===== src/rtl/mod_seq_pkg.sv =====
// Shared types and default widths for the modulation step sequencer.
package mod_seq_pkg;

  localparam int unsigned MOD_DEPTH = 8;
  localparam int unsigned MOD_PW    = 16;
  localparam int unsigned MOD_DW    = 16;

  typedef enum logic [1:0] {
    IDLE,
    FETCH,
    RUN
  } state_t;

  typedef struct packed {
    logic [MOD_PW-1:0] half_period;
    logic [MOD_DW-1:0] dwell;
    logic              last;
  } mod_step_t;

endpackage


===== src/rtl/mod_seq_table.sv =====
// Step table: one write port and one registered read port, contents are not reset.
module mod_seq_table
  import mod_seq_pkg::*;
#(
  parameter int unsigned DEPTH   = MOD_DEPTH,
  parameter type         entry_t = mod_step_t,
  parameter int unsigned AW      = $clog2(DEPTH)
) (
  input  logic          clk,
  input  logic          wr_en,
  input  logic [AW-1:0] wr_addr,
  input  entry_t        wr_data,
  input  logic [AW-1:0] rd_addr,
  output entry_t        rd_data
);

  entry_t mem [DEPTH];

  always_ff @(posedge clk) begin
    if (wr_en) begin
      mem[wr_addr] <= wr_data;
    end
    rd_data <= mem[rd_addr];
  end

endmodule


===== src/rtl/mod_sequencer.sv =====
// Plays a table of modulation steps onto the modulator enable/half-period inputs,
// advancing on counted rising edges of the carrier sync strobe.
module mod_sequencer
  import mod_seq_pkg::*;
#(
  parameter int unsigned DEPTH = MOD_DEPTH,
  parameter int unsigned PW    = MOD_PW,
  parameter int unsigned DW    = MOD_DW,
  localparam int unsigned AW   = $clog2(DEPTH)
) (
  input  logic          clk,
  input  logic          rst,
  input  logic          sync,
  input  logic          wr_en,
  input  logic [AW-1:0] wr_addr,
  input  logic [PW-1:0] wr_half_period,
  input  logic [DW-1:0] wr_dwell,
  input  logic          wr_last,
  input  logic          start,
  input  logic          stop,
  input  logic          loop,
  output logic          mod_enable,
  output logic [PW-1:0] mod_half_period,
  output logic          busy,
  output logic [AW-1:0] step_idx,
  output logic          done
);

  typedef struct packed {
    logic [PW-1:0] half_period;
    logic [DW-1:0] dwell;
    logic          last;
  } step_t;

  state_t        state_q, state_d;
  logic          sync_q;
  logic [AW-1:0] idx_q, idx_d;
  logic [DW-1:0] cnt_q, cnt_d;
  logic [DW-1:0] curDwell_q, curDwell_d;
  logic          curLast_q, curLast_d;
  logic [PW-1:0] halfPeriod_q, halfPeriod_d;
  logic          enable_q, enable_d;
  logic          busy_q, busy_d;
  logic [AW-1:0] stepIdx_q, stepIdx_d;
  logic          done_q, done_d;

  step_t         wrEntry;
  step_t         rdEntry;
  logic          syncRise;
  logic [DW-1:0] dwellEff;
  logic [DW-1:0] cntInc;
  logic          stepEnd;
  logic          isLast;

  assign wrEntry = '{half_period: wr_half_period, dwell: wr_dwell, last: wr_last};

  // Read address follows the next index so the entry is ready during FETCH.
  mod_seq_table #(
    .DEPTH  (DEPTH),
    .entry_t(step_t)
  ) u_table (
    .clk    (clk),
    .wr_en  (wr_en),
    .wr_addr(wr_addr),
    .wr_data(wrEntry),
    .rd_addr(idx_d),
    .rd_data(rdEntry)
  );

  assign syncRise = sync & ~sync_q;
  assign dwellEff = (curDwell_q == '0) ? DW'(1) : curDwell_q;
  assign cntInc   = cnt_q + DW'(1);
  // First term covers a sync edge caught during FETCH on a one-edge step.
  assign stepEnd  = (cnt_q == dwellEff) || (syncRise && (cntInc == dwellEff));
  assign isLast   = curLast_q || (stepIdx_q == AW'(DEPTH - 1));

  always_comb begin
    state_d      = state_q;
    idx_d        = idx_q;
    cnt_d        = cnt_q;
    curDwell_d   = curDwell_q;
    curLast_d    = curLast_q;
    halfPeriod_d = halfPeriod_q;
    enable_d     = enable_q;
    busy_d       = busy_q;
    stepIdx_d    = stepIdx_q;
    done_d       = 1'b0;

    case (state_q)
      IDLE: begin
        if (start) begin
          state_d = FETCH;
          idx_d   = '0;
          busy_d  = 1'b1;
        end
      end
      FETCH: begin
        state_d      = RUN;
        cnt_d        = syncRise ? DW'(1) : '0;
        halfPeriod_d = rdEntry.half_period;
        enable_d     = |rdEntry.half_period;
        curDwell_d   = rdEntry.dwell;
        curLast_d    = rdEntry.last;
        stepIdx_d    = idx_q;
      end
      RUN: begin
        if (syncRise) begin
          cnt_d = cntInc;
        end
        if (stepEnd) begin
          if (!isLast) begin
            state_d = FETCH;
            idx_d   = idx_q + AW'(1);
          end else if (loop) begin
            state_d = FETCH;
            idx_d   = '0;
          end else begin
            state_d  = IDLE;
            busy_d   = 1'b0;
            enable_d = 1'b0;
            done_d   = 1'b1;
          end
        end
      end
      default: begin
        state_d  = IDLE;
        busy_d   = 1'b0;
        enable_d = 1'b0;
      end
    endcase

    if (stop) begin
      state_d  = IDLE;
      idx_d    = idx_q;
      busy_d   = 1'b0;
      enable_d = 1'b0;
      done_d   = 1'b0;
    end
  end

  always_ff @(posedge clk or posedge rst) begin
    if (rst) begin
      state_q      <= IDLE;
      sync_q       <= 1'b0;
      idx_q        <= '0;
      cnt_q        <= '0;
      curDwell_q   <= '0;
      curLast_q    <= 1'b0;
      halfPeriod_q <= '0;
      enable_q     <= 1'b0;
      busy_q       <= 1'b0;
      stepIdx_q    <= '0;
      done_q       <= 1'b0;
    end else begin
      state_q      <= state_d;
      sync_q       <= sync;
      idx_q        <= idx_d;
      cnt_q        <= cnt_d;
      curDwell_q   <= curDwell_d;
      curLast_q    <= curLast_d;
      halfPeriod_q <= halfPeriod_d;
      enable_q     <= enable_d;
      busy_q       <= busy_d;
      stepIdx_q    <= stepIdx_d;
      done_q       <= done_d;
    end
  end

  assign mod_enable      = enable_q;
  assign mod_half_period = halfPeriod_q;
  assign busy            = busy_q;
  assign step_idx        = stepIdx_q;
  assign done            = done_q;

endmodule


===== config.mk =====
export PLATFORM = sky130hd
export DESIGN_NAME = mod_sequencer
export DESIGN_NICKNAME = d
export VERILOG_FILES = /design/src/rtl/mod_seq_pkg.sv /design/src/rtl/mod_seq_table.sv /design/src/rtl/mod_sequencer.sv
export SDC_FILE = /design/constraint.sdc
export NUM_CORES = 1
export LEC_CHECK = 0
export CORE_ASPECT_RATIO = 0.5
export CORE_MARGIN = 3
export CORE_UTILIZATION = 30
export DETAILED_ROUTE_END_ITERATION = 16
export PLACE_DENSITY = 0.44
export SYNTH_ARGS = -nofsm -noshare
export SYNTH_HDL_FRONTEND = slang
export SYNTH_HIERARCHICAL = 1
export SYNTH_SLANG_ARGS = --single-unit

===== constraint.sdc =====
create_clock -name clk -period 9.1 [get_ports clk]
set_input_delay 1.82 -clock clk [delete_from_list [all_inputs] [get_ports clk]]
set_output_delay 1.82 -clock clk [all_outputs]
set_load 0.1 [all_outputs]

==> results by group <==
Yosys
  – Synthesis Warnings: 6
  – Mapped Area: 14100 um2
  – Sequential share of the synthesized area: between 70 and 80%
  – Fraction of post-synthesis cell area in the top cell type by area: 56.3%
  – Cell taking the most area after synthesis: edfxtp_1
  – Synth Register Bits: ~360
  – Synth Instances: ~840
  – Mean Syn Cell Area: 16.8 um2
  – Unique cell type count in the Yosys netlist: 59
  – Top FF cell, synth: edfxtp_1
  – Synth top area cells: edfxtp_1 (56%), dfrtp_1 (11%), mux4_2 (9.6%), dfxtp_1 (4.7%), nand2_1 (3.4%)
  – Syn_nets: between 800 and 900
  – Share of flip-flops with an asynchronous set or reset: between 10% and 20%
  – Number of synthesized flops with an enable pin: about 260

Clock tree
  – Htree depth: 2
  – Clock Root Buffer: clkbuf_16
  – Setup bufs post-CTS: 0
  – Max clock buf depth: 3
  – CTS Hold Buffers Added: 0
  – CTS tree: built
  – Clock Pin Slew Worst Setup and Hold Paths: approximately 60 ps
  – Post-cts resize count: 0
  – Clock Latency Late Sink: around 530 ps
  – CTS Buf Count: 36
  – Clk sinks: approximately 360

Setup path
  – Element type at the critical path end: flip-flop
  – Reg2Reg Depth: 10
  – Reg2reg setup slack: 3590 ps
  – R2R Path End: u_table/rd_data[2]
  – Worst Setup Start Kind: input pin
  – R2r startpoint: cnt_q[0]
  – CP required: approximately 9500 ps
  – Critical Path AT: between 6000 and 7000 ps
  – CP Max Fanout: 46
  – Critical Path Source: sync
  – CP endpoint: u_table/rd_data[2]
  – CP Class: in -> reg

Flow run
  – Max-Cap Viols: 0

Layout
  – Final Instance Count excl. Fillers: approximately 1600
  – Area grow syn2layout: 19.0%
  – Most frequent cells in the layout: edfxtp_1 (264), nand2_1 (129), clkdlybuf4s50_1 (64), dfrtp_1 (61), mux4_2 (60)
  – Share of cells above drive strength 1: between 10% and 20%
  – Most common cell after layout, fill and taps aside: edfxtp_1
  – Fin nets: 954
  – Final Instance Area: around 17000 um2
  – Ant diodes: 0

Placement
  – Detailed placer's ending HPWL: about 18000 um
  – Placed inst area: roughly 15000 um2
  – I/O Buffers: between 60 and 70
  – Placed Cells: around 1500
  – Worst slack, placed: approximately 2700 ps
  – GPL Wtd Cong: roughly 0.84

Global route
  – Global-route wire length before repair: 48800 um
  – Number of global-route vias before repair: roughly 7900
  – GRT Total Usage: around an eighth
  – Grt ovf: 0
  – Largest net degree at the start of global routing: just over 60
  – Initial antenna violation count: 0

STA
  – Final Max Tran Viols: 0
  – Maximum clock rate: approximately 170 MHz
  – Setup violators final: 0
  – Period utilization: between 60% and 70%
  – Final Worst Setup Slack: 3340 ps
  – Fin. Hold Viols: 0
  – Clock skew: between 15 and 20 ps
  – Setup TNS: 0 ps
  – Minimum clock period: about 5800 ps
  – Normalized max-slew margin: between 30% and 40%
  – Worst slew pin tran: approximately 1000 ps
  – RSZ-0062 raised after global routing: false

Worst hold path
  – Min-Delay Path Class: reg -> reg

Floorplan
  – Die Width: between 300 and 400 um
  – Site Rows: 55
  – Die area: 49700 um2
  – Die height: roughly 160 um
  – Number of top-level pins: 65
  – Core Footprint: about 46000 um2
  – Initial core utilization: a little over 30%

Power
  – Maximum vdd drop: ~110 uV
  – Pwr Density: about 240 nW/um2
  – Leakage power: between 0.005 and 0.006 uW

Detailed routing
  – Drt first-iter violations: roughly 450
  – DR WL/cell: 20.3 um
  – TritonRoute pass-1 iters: 5
  – Post-Route WL: approximately 32000 um
  – Vias/cell: 4.72
  – Vias: 7385
  – Final ANT Viol Nets: 0
  – DRC Markers: 0

Status
  – Status: complete, no violations
==> worst max-delay path, stage by stage <==
cell             delay, ps
clkdlybuf4s50_1        470
nor2b_1                310
nand2_1                120
a211oi_1               170
nand4_1                180
o41ai_4                620
a32o_4                 990
buf_4                  550
mux4_1                 610
mux2_2                 270
==> metal layers <==
layer  GRT usage (%)  wire, um
met5               0         0
met4            3.35       587
met3            2.48      1280
met2            21.5     15500
met1            17.3     14400
==> power by group <==
| group | switching (uW) | total, uW | internal, uW |
|---|---|---|---|
| combinational | 342 | 486 | 145 |
| clock | 616 | 1600 | 987 |
| sequential | 68.3 | 1920 | 1850 |
==> through the flow <==
stage / hold slack [ps] / total power (uW) / util (%)
after global placement: 406 / 2440 / 33.8
after floorplan: 398 / 2280 / -
after detailed placement: 408 / 2450 / 33.8
final: 416 / 4010 / 36.6
after global routing: 437 / 4180 / 36.6
after CTS: 419 / 4070 / 36.6
==> cell type report <==
type | count | area (um2)
clock buffers | 49 | 980
clock inverters | 16 | 298
fillers | 4246 | 29000
inverters | 5 | 18.8
multi-input cells | 429 | 3800
flip-flops and latches | 358 | 10100
well taps | 627 | 785
repair buffers | 79 | 753
==> cell usage after synthesis, types with 3 or more instances <==
library cell,n
nand3b_1,3
a31oi_1,3
mux2i_1,3
nand3_1,5
o31ai_1,5
inv_1,5
xor2_1,9
nor2_1,34
a21oi_1,6
o21a_1,3
nand4_1,9
buf_1,3
edfxtp_1,264
mux4_2,60
dfrtp_1,61
nand2b_1,7
mux4_1,6
xnor2_1,16
clkbuf_1,24
nor3_1,7
o21ai_0,27
and3_1,4
nor4_1,13
buf_6,5
buf_2,12
dfxtp_1,33
nand3_2,3
nor2b_1,5
nand2_1,129
a211oi_1,5
mux2_2,33
==> registers in the layout, indices dropped and copies added, names as in the netlist <==
name	flops
u_table/rd_data	33
idx_q	3
state_q	2
u_table/mem	264
mod_enable	1
mod_half_period	16
done	1
curLast_q	1
cnt_q	16
busy	1
curDwell_q	16
step_idx	3
sync_q	1
==> worst min path at each step <==
stage | start | end | slack [ps] | cells past startpoint
global placement | u_table/rd_data[10] | curDwell_q[9] | 410 | 2
global route | u_table/rd_data[10] | curDwell_q[9] | 440 | 2
detailed placement | u_table/rd_data[12] | curDwell_q[11] | 410 | 2
floorplan | u_table/rd_data[1] | curDwell_q[0] | 400 | 2
CTS | u_table/rd_data[7] | curDwell_q[6] | 420 | 2
finish | u_table/rd_data[10] | curDwell_q[9] | 420 | 2
==> kinds of logic after synthesis <==
| logic type | share of synthesized area (%) |
|---|---|
| flip-flops | 71.8 |
| buffers and inverters | 1.72 |
| AND/OR/NAND/NOR | 7.82 |
| XOR/XNOR | 1.56 |
| adder cells (fa/ha/maj) | 0.178 |
| AO/OA/AOI/OAI | 3.32 |
| multiplexers | 13.6 |
No activity file was read; power rests on OpenSTA's default activity.
